$ cat config.mk
export PLATFORM = sky130hd
export DESIGN_NAME = down_count_monitor
export DESIGN_NICKNAME = d
export VERILOG_FILES = /design/src/rtl/down_count_monitor_pkg.sv /design/src/rtl/evt_hold_reg.sv /design/src/rtl/down_count_monitor.sv
export SDC_FILE = /design/constraint.sdc
export NUM_CORES = 1
export LEC_CHECK = 0
export BUFFER_PORTS_ARGS = -buffer_cell sky130_fd_sc_hd__buf_2
export CAP_MARGIN = 10
export CORE_ASPECT_RATIO = 1.5
export CORE_MARGIN = 2
export CORE_UTILIZATION = 48
export CTS_CLUSTER_DIAMETER = 60
export DETAILED_ROUTE_END_ITERATION = 6
export PLACE_DENSITY = 0.79
export SYNTH_ARGS = -nofsm -noshare
export SYNTH_HDL_FRONTEND = slang
export SYNTH_HIERARCHICAL = 1
export SYNTH_SLANG_ARGS = --single-unit
$ cat constraint.sdc
create_clock -name clk -period 2.2 [get_ports clk]
set_input_delay 0.66 -clock clk [delete_from_list [all_inputs] [get_ports clk]]
set_output_delay 0.66 -clock clk [all_outputs]
set_load 0.02 [all_outputs]
$ cat src/rtl/down_count_monitor_pkg.sv
// Shared definitions for the down-counter monitor: FSM states and default widths.
package down_count_monitor_pkg;

  typedef enum logic [1:0] {
    INIT  = 2'd0,
    TRACK = 2'd1,
    FAULT = 2'd2
  } state_t;

  localparam int CNT_W_DEF  = 4;
  localparam int WRAP_W_DEF = 8;

endpackage

$ cat src/rtl/evt_hold_reg.sv
// Single-entry valid/ready holding register; a load arriving while full is
// reported on overflow and the held value is kept.
module evt_hold_reg #(
  parameter int WRAP_W = 8
) (
  input  logic              clk,
  input  logic              reset,
  input  logic              load,
  input  logic [WRAP_W-1:0] load_data,
  input  logic              ready,
  output logic              valid,
  output logic [WRAP_W-1:0] data,
  output logic              overflow
);

  logic xfer;

  assign xfer     = valid && ready;
  assign overflow = load && valid && !ready;

  always_ff @(posedge clk) begin
    if (!reset) begin
      valid <= 1'b0;
      data  <= '0;
    end else if (load && (!valid || xfer)) begin
      valid <= 1'b1;
      data  <= load_data;
    end else if (xfer) begin
      valid <= 1'b0;
    end
  end

endmodule

$ cat src/rtl/down_count_monitor.sv
// Watches a free-running down counter: counts underflow wraps, flags restarts
// and sequence errors, and offers each wrap as an event to a downstream consumer.
module down_count_monitor
  import down_count_monitor_pkg::*;
#(
  parameter int CNT_W  = CNT_W_DEF,
  parameter int WRAP_W = WRAP_W_DEF
) (
  input  logic              clk,
  input  logic              reset,
  input  logic [CNT_W-1:0]  cnt_q,
  input  logic              clear,
  output logic              wrap_pulse,
  output logic              restart_pulse,
  output logic [WRAP_W-1:0] wrap_cnt,
  output logic              err,
  output logic              evt_valid,
  input  logic              evt_ready,
  output logic [WRAP_W-1:0] evt_data,
  output logic              evt_drop
);

  localparam logic [CNT_W-1:0] ONES = '1;

  state_t            state, nxt_state;
  logic [CNT_W-1:0]  prev, nxt_prev;
  logic              wrap_evt, restart_evt, err_set, overflow;
  logic [WRAP_W-1:0] wrap_cnt_inc;

  function automatic logic [WRAP_W-1:0] sat_inc(input logic [WRAP_W-1:0] v);
    return (&v) ? v : v + 1'b1;
  endfunction

  assign wrap_cnt_inc = sat_inc(wrap_cnt);

  always_comb begin
    nxt_state   = state;
    nxt_prev    = prev;
    wrap_evt    = 1'b0;
    restart_evt = 1'b0;
    err_set     = 1'b0;
    if (clear) begin
      nxt_state = INIT;
    end else begin
      case (state)
        INIT: begin
          nxt_prev  = cnt_q;
          nxt_state = TRACK;
        end
        TRACK: begin
          // prev == 0 is excluded from the normal step so the all-ones
          // successor of zero is classified as a wrap.
          if (prev != '0 && cnt_q == prev - 1'b1) begin
            nxt_prev = cnt_q;
          end else if (cnt_q == ONES) begin
            nxt_prev    = cnt_q;
            wrap_evt    = (prev == '0);
            restart_evt = (prev != '0);
          end else begin
            err_set   = 1'b1;
            nxt_state = FAULT;
          end
        end
        default: nxt_state = FAULT;
      endcase
    end
  end

  always_ff @(posedge clk) begin
    if (!reset) begin
      state         <= INIT;
      prev          <= '0;
      wrap_cnt      <= '0;
      err           <= 1'b0;
      evt_drop      <= 1'b0;
      wrap_pulse    <= 1'b0;
      restart_pulse <= 1'b0;
    end else begin
      state         <= nxt_state;
      prev          <= nxt_prev;
      wrap_pulse    <= wrap_evt;
      restart_pulse <= restart_evt;
      if (clear) begin
        wrap_cnt <= '0;
        err      <= 1'b0;
        evt_drop <= 1'b0;
      end else begin
        if (wrap_evt) wrap_cnt <= wrap_cnt_inc;
        if (err_set) err <= 1'b1;
        if (overflow) evt_drop <= 1'b1;
      end
    end
  end

  // The event carries the post-increment count, so it is loaded from the
  // same saturating increment that updates wrap_cnt.
  evt_hold_reg #(
    .WRAP_W(WRAP_W)
  ) u_evt_hold (
    .clk      (clk),
    .reset    (reset),
    .load     (wrap_evt),
    .load_data(wrap_cnt_inc),
    .ready    (evt_ready),
    .valid    (evt_valid),
    .data     (evt_data),
    .overflow (overflow)
  );

endmodule

Word level (Yosys, flattened, before mapping)

Index checks and enable logic that the tools add are counted.

Bits of input ports: 8
Word-level logic and storage cells: 56
Bits in registers: 27

Bitwise logic cells: 4
Reductions and logical operators: 18
Muxes and demuxes: 17
Equal/unequal tests: 6
$add $sub $neg: 2

Operators with widths:

| kind                                                 | number |
|---|---|
| two-way mux 1 bit                                    | 10 |
| adder 8 x 1 -> 8 bit (second input constant)         | 1 |
| two-way mux 4 bit                                    | 2 |
| two-way mux 8 bit                                    | 1 |
| case mux 4 bit (2 select lines)                      | 1 |
| AND reduction 8 bit                                  | 1 |
| logical AND 1 bit                                    | 5 |
| OR reduction 5 bit                                   | 1 |
| equality test 4 bit                                  | 1 |
| equality test 4 bit (second input constant)          | 1 |
| logical NOT 4 bit                                    | 1 |
| two-way mux 2 bit                                    | 2 |
| != test 2 bit (second input constant)                | 2 |
| inverter 1 bit                                       | 4 |
| case mux 2 bit (2 select lines)                      | 1 |
| nonzero test 2 bit                                   | 2 |
| nonzero test 4 bit                                   | 1 |
| subtractor 4 x 1 -> 4 bit (second input constant)    | 1 |
| != test 3 bit (second input constant)                | 1 |
| AND reduction 3 bit                                  | 1 |
| equality test 2 x 1 -> 1 bit (second input constant) | 1 |
| logical NOT 1 bit                                    | 2 |
| logical NOT 2 bit                                    | 1 |
| AND reduction 2 bit                                  | 1 |
| other kinds (2)                                      | 2 |

Logic depth before layout (Yosys ltp)

Gate-level depths: netlist (run 1).

Depth after elaboration: 8
Gate-level depth with buffers: 8
Mapped depth without buffers: 8

Hierarchy

The synthesis (run 1) kept the hierarchy.

By module, submodules not included:

| module             | times used | cells an instance | area each (um^2) |
|---|---|---|---|
| down_count_monitor | 1          | 117               | 985.9 |
| evt_hold_reg       | 1          | 40                | 384.1 |

Worst setup path before layout (run 1)

OpenSTA, ideal clock, no wires.

Kind: reg2reg
From: register prev[0]
To: register u_evt_hold.data[0]
Path buffers: 1
Stages on the path, launching flop included: 9
Arrival: 1.940 ns
Setup slack: 0.189 ns
Cells stage by stage: dfxtp_1 > inv_1 > ha_1 > or3b_4 > or3_1 > nor2_1 > nor2b_2 > buf_6 > mux2i_1

Word-level cells in the longest chain between the ends: 7

RTL lines:

| what                      | line                     | text |
|---|---|---|
| start: declaration        | down_count_monitor.sv:26 | `logic [CNT_W-1:0] prev, nxt_prev;` |
| start signal: assignment  | down_count_monitor.sv:80 | `prev <= nxt_prev;` |
| subtractor 4 x 1 -> 4 bit | down_count_monitor.sv:53 | `if (prev != '0 && cnt_q == prev - 1'b1) begin` |
| equality test 4 bit       | down_count_monitor.sv:53 |  |
| logical AND 1 bit         | down_count_monitor.sv:53 |  |
| two-way mux 1 bit *       | down_count_monitor.sv:53 |  |
| two-way mux 1 bit *       | down_count_monitor.sv:45 | `case (state)` |
| two-way mux 1 bit *       | down_count_monitor.sv:42 | `if (clear) begin` |
| named net wrap_evt        | down_count_monitor.sv:27 | `logic wrap_evt, restart_evt, err_set, overflow;` |
| logical AND 1 bit *       | evt_hold_reg.sv:25       | `end else if (load && (!valid \|\| xfer)) begin` |
| end signal: assignment    | evt_hold_reg.sv:27       | `data <= load_data;` |
| end: declaration          | evt_hold_reg.sv:12       | `output logic [WRAP_W-1:0] data,` |

Mark *: on every way through the listed nets, which the timed path passes. The rest lies on a longest branch.
A chain may end at the register's enable or synchronous reset.

Worst setup path in the final report (run 1)

From: register prev[0]
To: register u_evt_hold.data[2]

Same word-level chain as after synthesis.

==> impl.org, run 1 <==
** Route
- Number of DRC violations after detailed routing :: 0
- First drt pass iteration count :: 4
- For this block, the initial DRC count from the detailed router was 20.
- Total number of vias :: 1200
- Residual antenna-violating net count after detailed routing :: 0
- In the final routed layout, each cell accounts on average for ~12 um.
- Post-detailed-route via-to-cell ratio :: around 5.3
- Total Wirelength :: 2.832 mm

** GRT
- First-pass GRT wire length :: 4.781 mm
- Global routing finished with a remaining overflow of 0.
- Overall fraction of global-route tracks in use :: 19.13%
- Entering global routing, the biggest net connects 26 pins.
- Via count of the first global-routing pass :: 1127
- The initial antenna violation count is 0.

** Place
- Final HPWL DP :: 2.168 mm
- At the end of routability-driven placement, the weighted congestion stood at 0.8478.
- Number of port buffers :: 28
- Summing all placed instances gives a cell area of ~1600 um2.

** Logic synthesis
- Yosys printed 6 warnings.
- Top cell type by total area after synthesis :: sky130_fd_sc_hd__dfxtp_1
- Area share of the largest cell type after synthesis :: between 30% and 40%
- Mapped Cells :: around 160
- #FFs+latches synth :: 27
- Sequential elements use approximately two fifths of the synthesized area.
- Among all flip-flop cells after synthesis, the most frequent one is sky130_fd_sc_hd__dfxtp_1.
- Most frequently used cell type in the post-synthesis netlist :: sky130_fd_sc_hd__nand2_1
- The netlist uses 35 different library cells.
- Largest cells by area after synthesis :: sky130_fd_sc_hd__dfxtp_1 (39%), sky130_fd_sc_hd__nand2_1 (9.6%), sky130_fd_sc_hd__mux2i_1 (8.8%), sky130_fd_sc_hd__nor2_1 (4.4%), sky130_fd_sc_hd__xor2_1 (3.8%)
- Post-synth EDFFs :: 0
- Synth Cell Area :: roughly 1400 um2
- Most frequent cells after synthesis :: sky130_fd_sc_hd__nand2_1 (35), sky130_fd_sc_hd__dfxtp_1 (27), sky130_fd_sc_hd__nor2_1 (16)
- A synthesized cell averages about 8.7 um2.
- Share of synthesized flip-flops with an asynchronous set or reset :: 0%
- Synthesis produced a netlist with a net count of 168.

** CTS
- In this run the clock root is driven by a sky130_fd_sc_hd__clkbuf_8.
- The number of clock buffers added by TritonCTS is 3.
- At the later pin of the worst-skew pair, clock insertion delay measures 0.27 ns.
- Count of clock tree sinks :: 27
- The clock passes through at most 2 buffers.
- In this run the number of H-tree levels came out at 1.
- TritonCTS built the clock tree.
- After clock tree synthesis, the clock-pin slew on the worst setup and hold paths is 0.09 ns.

** Timing
- Worst Skew :: between 0.002 and 0.0025 ns
- The final critical path takes up 96.48% of the cycle.
- Total negative slack for setup checks :: 0 ns
- For the finished layout, the period the worst path requires is 2.122 ns.
- Highest Clock Rate :: 0.4711 GHz
- Final max-slew violation count :: 0
- Final Hold Vio Count :: 0
- Slew at the pin closest to its max-slew limit :: about 0.4 ns
- Slew Limit Headroom :: 73.17%
- Setup violations remaining at the end of the flow were counted as 0.

** Die
- The floorplan step defined a die boundary enclosing 3306 um2.
- Height of the die :: 69.43 um
- Site row count :: 23
- Effective utilization at floorplan :: approximately half
- In this run the count of I/O pins placed on the die edge is 29.
- In this run the standard cell core region covers 2705 um2.
- Horiz. Die Dim :: around 48 um

** Power
- Leakage power summed over all cells :: 0.6728 nW
- Internal cell power :: between 0.0006 and 0.0007 W
- Share of total power in sequential cells :: around 57%
- Power per cell area :: 542.2 nW/um2
- Summed over all nets, the switching power comes to about 0.00022 W.
- Sw frac :: 24.53%
- Power comes to just under 0.0009 W.
- IR analysis of the VDD net gives a maximum drop of 408.2 uV.
- Clock power frac :: a little under a third
- Combinational cells account for 12.0% of the total power.

** Critical path
- Required arrival time at the worst endpoint :: 2.41 ns
- The startpoint identified for the worst register-to-register timing path is prev[0].
- Category of the worst setup path capture point :: flop
- In this run the worst path has a maximum fanout of 8.
- Classification of the worst setup path :: flop to flop
- In this run the critical register-to-register path is captured at u_evt_hold/data[2].
- Worst reg2reg path depth :: 8
- Worst EP arrival :: 2.33 ns
- The worst setup path is launched from a flop.
- Register-to-Register Setup Slack :: 0.08 ns

** Outcome
- Status :: finished clean

** Cells and area
- 0 antenna diodes ended up in the layout.
- Share of post-route cells with drive strength above 1 :: 27.75%
- Relative to the synthesized area, the layout overhead comes to 20.27%.
- Nets@finish :: 203
- Cell area after layout :: 1648 um2

** Min path
- Along the worst hold path, the cell count comes to 2.
- The min-delay analysis places its worst path in the category flop to flop.
- Hold_sp :: u_evt_hold/data[6]
- For hold timing, the worst endpoint is u_evt_hold/data[6].

** Job
- Maxcap violations :: 0
==> state kept, by name, indices dropped and copies added (netlist names) <==
signal,flops
wrap_pulse,1
restart_pulse,1
evt_drop,1
prev,4
u_evt_hold/valid,1
err,1
u_evt_hold/data,8
state,2
wrap_cnt,8
==> cell type report <==
type | count | area (um2)
Clock buffer | 3 | 41.29
Clock inverter | 1 | 5.005
Fill cell | 263 | 1057
Inverter | 3 | 11.26
Multi-Input combinational cell | 120 | 783.3
Sequential cell | 27 | 540.5
Tap cell | 37 | 46.29
Timing Repair Buffer | 37 | 220.2
==> worst max-delay path, cell delays in order (launching register included) <==
cell                      delay (ns)
sky130_fd_sc_hd__dfxtp_1        0.35
sky130_fd_sc_hd__inv_1          0.10
sky130_fd_sc_hd__ha_1           0.15
sky130_fd_sc_hd__or3b_4         0.37
sky130_fd_sc_hd__or3_1          0.41
sky130_fd_sc_hd__nor2_2         0.16
sky130_fd_sc_hd__nor2b_4        0.19
sky130_fd_sc_hd__buf_12         0.14
sky130_fd_sc_hd__mux2i_1        0.19
==> cell families (layout without fill, tap and decap cells) <==
kind of cell,after synthesis,in the layout,share of synthesized area (%)
AOI/OAI and AO/OA,15,15,7.215
xor gates and xnor gates,10,10,7.489
adders and majority gates,3,3,2.740
buffers and inverters,10,44,3.926
DFF,27,27,39.45
muxes,14,14,10.41
and+or+nand+nor,78,78,28.77
==> cell usage in the layout, fill, tap and decap left out, drive strengths merged, types with 3 or more instances in the layout <==
| cell type | n |
|---|---|
| buf | 37 |
| nand2 | 35 |
| dfxtp | 27 |
| nor2 | 16 |
| mux2i | 12 |
| a21oi | 8 |
| nor3 | 8 |
| nand3 | 6 |
| xor2 | 6 |
| o21a | 3 |
| inv | 3 |
| xnor2 | 3 |
| ha | 3 |
| clkbuf | 3 |
| nor2b | 3 |
==> repair_timing <==
item	in CTS	in global routing
gates resized for setup	0	2
hold buffers	0	0
hold endpoints to repair	0	0
endpoints found under the setup margin	0	8
setup buffers	0	1
==> how the worst max path moves through the flow <==
stage	startpoint	end	slack [ns]
2_1_floorplan	prev[0]	u_evt_hold/data[0]	0.19
3_3_place_gp	cnt_q[2]	prev[0]	0.11
3_5_place_dp	cnt_q[2]	prev[0]	0.01
4_1_cts	prev[0]	u_evt_hold/data[2]	0.06
5_1_grt	prev[0]	u_evt_hold/data[2]	-0.04
6_report	prev[0]	u_evt_hold/data[2]	0.08
==> routing by layer <==
layer | GRT usage, % | wire length (um) | vias to the layer above
met5 | 0 | 0 | -
met3 | 2.604 | 103 | 7
met4 | 8.709 | 69 | 0
met1 | 21.93 | 1082 | 561
met2 | 32.73 | 1577 | 37
li1 | - | - | 595
==> power groups by stage <==
stage               sequential [W]  combinational, W  clock (W)
floorplan                 0.000515         0.0000762          0
global placement          0.000516          0.000100          0
detailed placement        0.000517          0.000107          0
CTS                       0.000506          0.000107   0.000294
global route              0.000506          0.000118   0.000308
finish                    0.000505          0.000107   0.000281
==> stage by stage <==
step	hold WS [ns]	worst slack, ns	util [%]	instances
after floorplan	0.4479	0.1888	-	157
after global placement	0.4414	0.1102	58.65	223
after detailed placement	0.4436	0.01003	58.65	223
after CTS	0.4597	0.05533	60.36	227
after global routing	0.4853	-0.03802	60.92	228
final	0.4579	0.07753	60.92	228
Note: power is estimated with default switching activity, not from simulation.
==> inputs of run 2 (changes only) <==
--- a/config.mk
+++ b/config.mk
@@ -14,3 +14,3 @@
 export DETAILED_ROUTE_END_ITERATION = 6
-export PLACE_DENSITY = 0.79
+export PLACE_DENSITY = 0.73
 export SYNTH_ARGS = -nofsm -noshare
--- a/constraint.sdc
+++ b/constraint.sdc
@@ -3,2 +3,2 @@
 set_output_delay 0.66 -clock clk [all_outputs]
-set_load 0.02 [all_outputs]
+set_load 0.05 [all_outputs]
==> run 2 against run 1 <==
Setup slack improved by 0.095 ns. Via count fell by 0.83%. Clock-buffer cell count did not move. Power rose by 0.14%. Non-clock buffer count rose by 4.
==> impl.org, run 2 (same netlist as run 1, synthesis figures left out) <==
** Route
- First drt pass iteration count :: 4
- Dividing the detail-routed wire length by the instance count gives between 10 and 15 um.
- Wires add up to 2.879 mm.
- Total number of vias :: 1190
- Once detail routing completed, the nets flagged for antenna violations numbered 0.
- In this run, the number of DRC markers left after iteration 0 of detailed routing was 27.
- Number of DRC violations after detailed routing :: 0
- After detailed routing, the number of vias per cell comes to a little over 5.

** Cells and area
- Regs by FF count :: u_evt_hold/data x8, wrap_cnt x8, prev x4
- Nets@finish :: roughly 210
- Compared with the post-synthesis result, the final layout area differs by 22.65%.
- Leaving out fill and tap cells, the most frequent cell in the layout is sky130_fd_sc_hd__nand2_1.
- Commonest non-fill, non-tap cells in the layout :: sky130_fd_sc_hd__nand2_1 (35), sky130_fd_sc_hd__buf_2 (28), sky130_fd_sc_hd__dfxtp_1 (27)
- The layout has between 200 and 300 filler cells.
- Share of post-route cells with drive strength above 1 :: between 20 and 30%
- Number of inserted diodes :: 0

** GRT
- Via count of the first global-routing pass :: about 1200
- Global routing used between 20% and 30% of the available tracks.
- Maximum number of pins on one net before global-route repair :: 26
- Number of antenna violations at the first check in global routing :: 0
- First-pass GRT wire length :: 5.043 mm
- Final global-route overflow total :: 0

** CTS
- Clock latency on the worst-skew pair :: approximately 0.27 ns
- For this design, the CTS-stage hold fixing added 0 buffers.
- In this run the post-CTS setup repair buffer count came out at 0.
- Clk root buf :: sky130_fd_sc_hd__clkbuf_8
- CTS built an H-tree with a depth of 1.
- CTS buffer count :: 3
- TritonCTS clock tree :: yes
- The clock drives 27 sinks.
- Clock-pin slew was measured on the worst setup and hold paths at 0.09 ns.
- Counting along the longest clock path gives a buffer depth of 2.

** Die
- Site row count :: 23
- Boundary Pins :: 29
- The die covers about 3300 um2.
- The floorplan step set the die height to 69.43 um.
- The die is roughly 48 um wide.
- The initial utilization of the core area, before any placement, comes to between 50% and 60%.
- The total area inside the core boundary comes to 2705 um2.

** Place
- Final HPWL DP :: roughly 2.3 mm
- Number of port buffers :: 28
- Routability-driven placement finished with a final weighted congestion of 0.9210.
- Placement-stage worst setup slack :: 0.03335 ns

** Min path
- Endpoint, Worst Hold :: u_evt_hold/data[2]
- Hold_sp :: u_evt_hold/data[2]
- The worst hold path passes through 2 cells.
- The path class of the tightest hold or removal check is flop to flop.

** Power
- Summed over all cells, the static leakage comes to 0.6901 nW.
- Maximum vdd ir drop :: 471.0 uV
- Power per cell area :: 532.5 nW/um2

** Timing
- Setup violations remaining at the end of the flow were counted as 0.
- The number of slew-limit violations in the final report was 0.
- Between clock sinks in the finished design, the worst skew comes to between 0.003 and 0.004 ns.
- Final period demand of the worst path :: 2.027 ns
- In the final timing run, aggregate negative setup slack is 0 ns.
- The worst pin sits at a relative slew slack of 79.07%.
- After layout, the worst path uses a little over 90% of the clock period.
- For this run, the top clock speed supported by timing is 0.4933 GHz.
- The hold violation total from the final report is 0.
- For the pin with the worst max-slew slack, the measured transition is around 0.31 ns.
- Setup repair after global routing missed its margin :: no
- Worst setup margin :: 0.1727 ns

** Critical path
- Startpoint types :: flop
- Of all nets on the critical path, the largest fanout is 8.
- Classification of the worst setup path :: flop to flop
- Required arrival time at the worst endpoint :: 2.40 ns
- Across all register-to-register paths, the minimum setup slack is 0.17 ns.
- For the worst setup path, the data arrival time is 2.23 ns.
- The startpoint identified for the worst register-to-register timing path is prev[0].
- Crit Reg-Reg Endpoint :: u_evt_hold/data[0]
- Category of the worst setup path capture point :: flop
- Worst reg2reg path depth :: 8

** Job
- Maxcap violations :: 0

** Outcome
- The run finished with clean final reports.
## run 2: cell count changes in the layout (fill, tap and decap cells not counted), sizes merged
cell | before | now
clkinv | 1 | 0
buf | 37 | 41
clkinvlp | 0 | 1
## run 2: through the flow
stage	std cells	util (%)	hold slack, ns	total power (W)	area [um2]
2_1_floorplan	157	-	0.4479	0.0005936	1370
3_3_place_gp	228	60.04	0.4426	0.0006222	1624
3_5_place_dp	228	60.04	0.4528	0.0006267	1624
4_1_cts	232	61.84	0.4670	0.0009054	1673
5_1_grt	232	62.12	0.4820	0.0009456	1680
6_report	232	62.12	0.4616	0.0008948	1680
## run 2: per-layer routing
metal / track usage (%) / wire length [um]
met2: 37.84 / 1676
met1: 21.82 / 1100
met5: 0 / 0
met4: 5.105 / 24
met3: 2.083 / 78
## run 2: timing repair
action	CTS	global route
resized for setup	0	2
endpoints found under the hold margin	0	0
endpoints found under the setup margin	0	2
## run 2: cell type report
cell class                 instances  area, um2  share of cell area, %
clock buffer                       3      41.29                  2.457
timing repair buffer              41      250.2                  14.89
multi-input combinational        120      783.3                  46.61
inverter                           3      11.26                 0.6701
sequential                        27      540.5                  32.17
clock inverter                     1      7.507                 0.4468
tap                               37      46.29                  2.755
## run 2: how the worst max path moves through the flow
stage	from	slack (ns)	depth (start not counted)	to
global route	prev[0]	0.04	8	u_evt_hold/data[0]
finish	prev[0]	0.17	8	u_evt_hold/data[0]
floorplan	wrap_cnt[0]	0.02	7	u_evt_hold/data[3]
global placement	cnt_q[2]	0.12	6	prev[1]
CTS	prev[0]	0.09	8	u_evt_hold/data[6]
detailed placement	cnt_q[2]	0.03	6	prev[0]
## run 2: where the power goes
group | internal (W) | switching [W]
registers | 0.000497 | 0.00000706
logic | 0.0000520 | 0.0000584
clock network | 0.000128 | 0.000152
## run 2: worst max-delay path, cell delays in order (launching register included)
cell	delay (ns)
sky130_fd_sc_hd__dfxtp_1	0.33
sky130_fd_sc_hd__inv_1	0.09
sky130_fd_sc_hd__ha_1	0.14
sky130_fd_sc_hd__or3b_4	0.37
sky130_fd_sc_hd__or3_1	0.42
sky130_fd_sc_hd__nor2_2	0.13
sky130_fd_sc_hd__nor2b_4	0.17
sky130_fd_sc_hd__buf_12	0.13
sky130_fd_sc_hd__mux2i_1	0.18
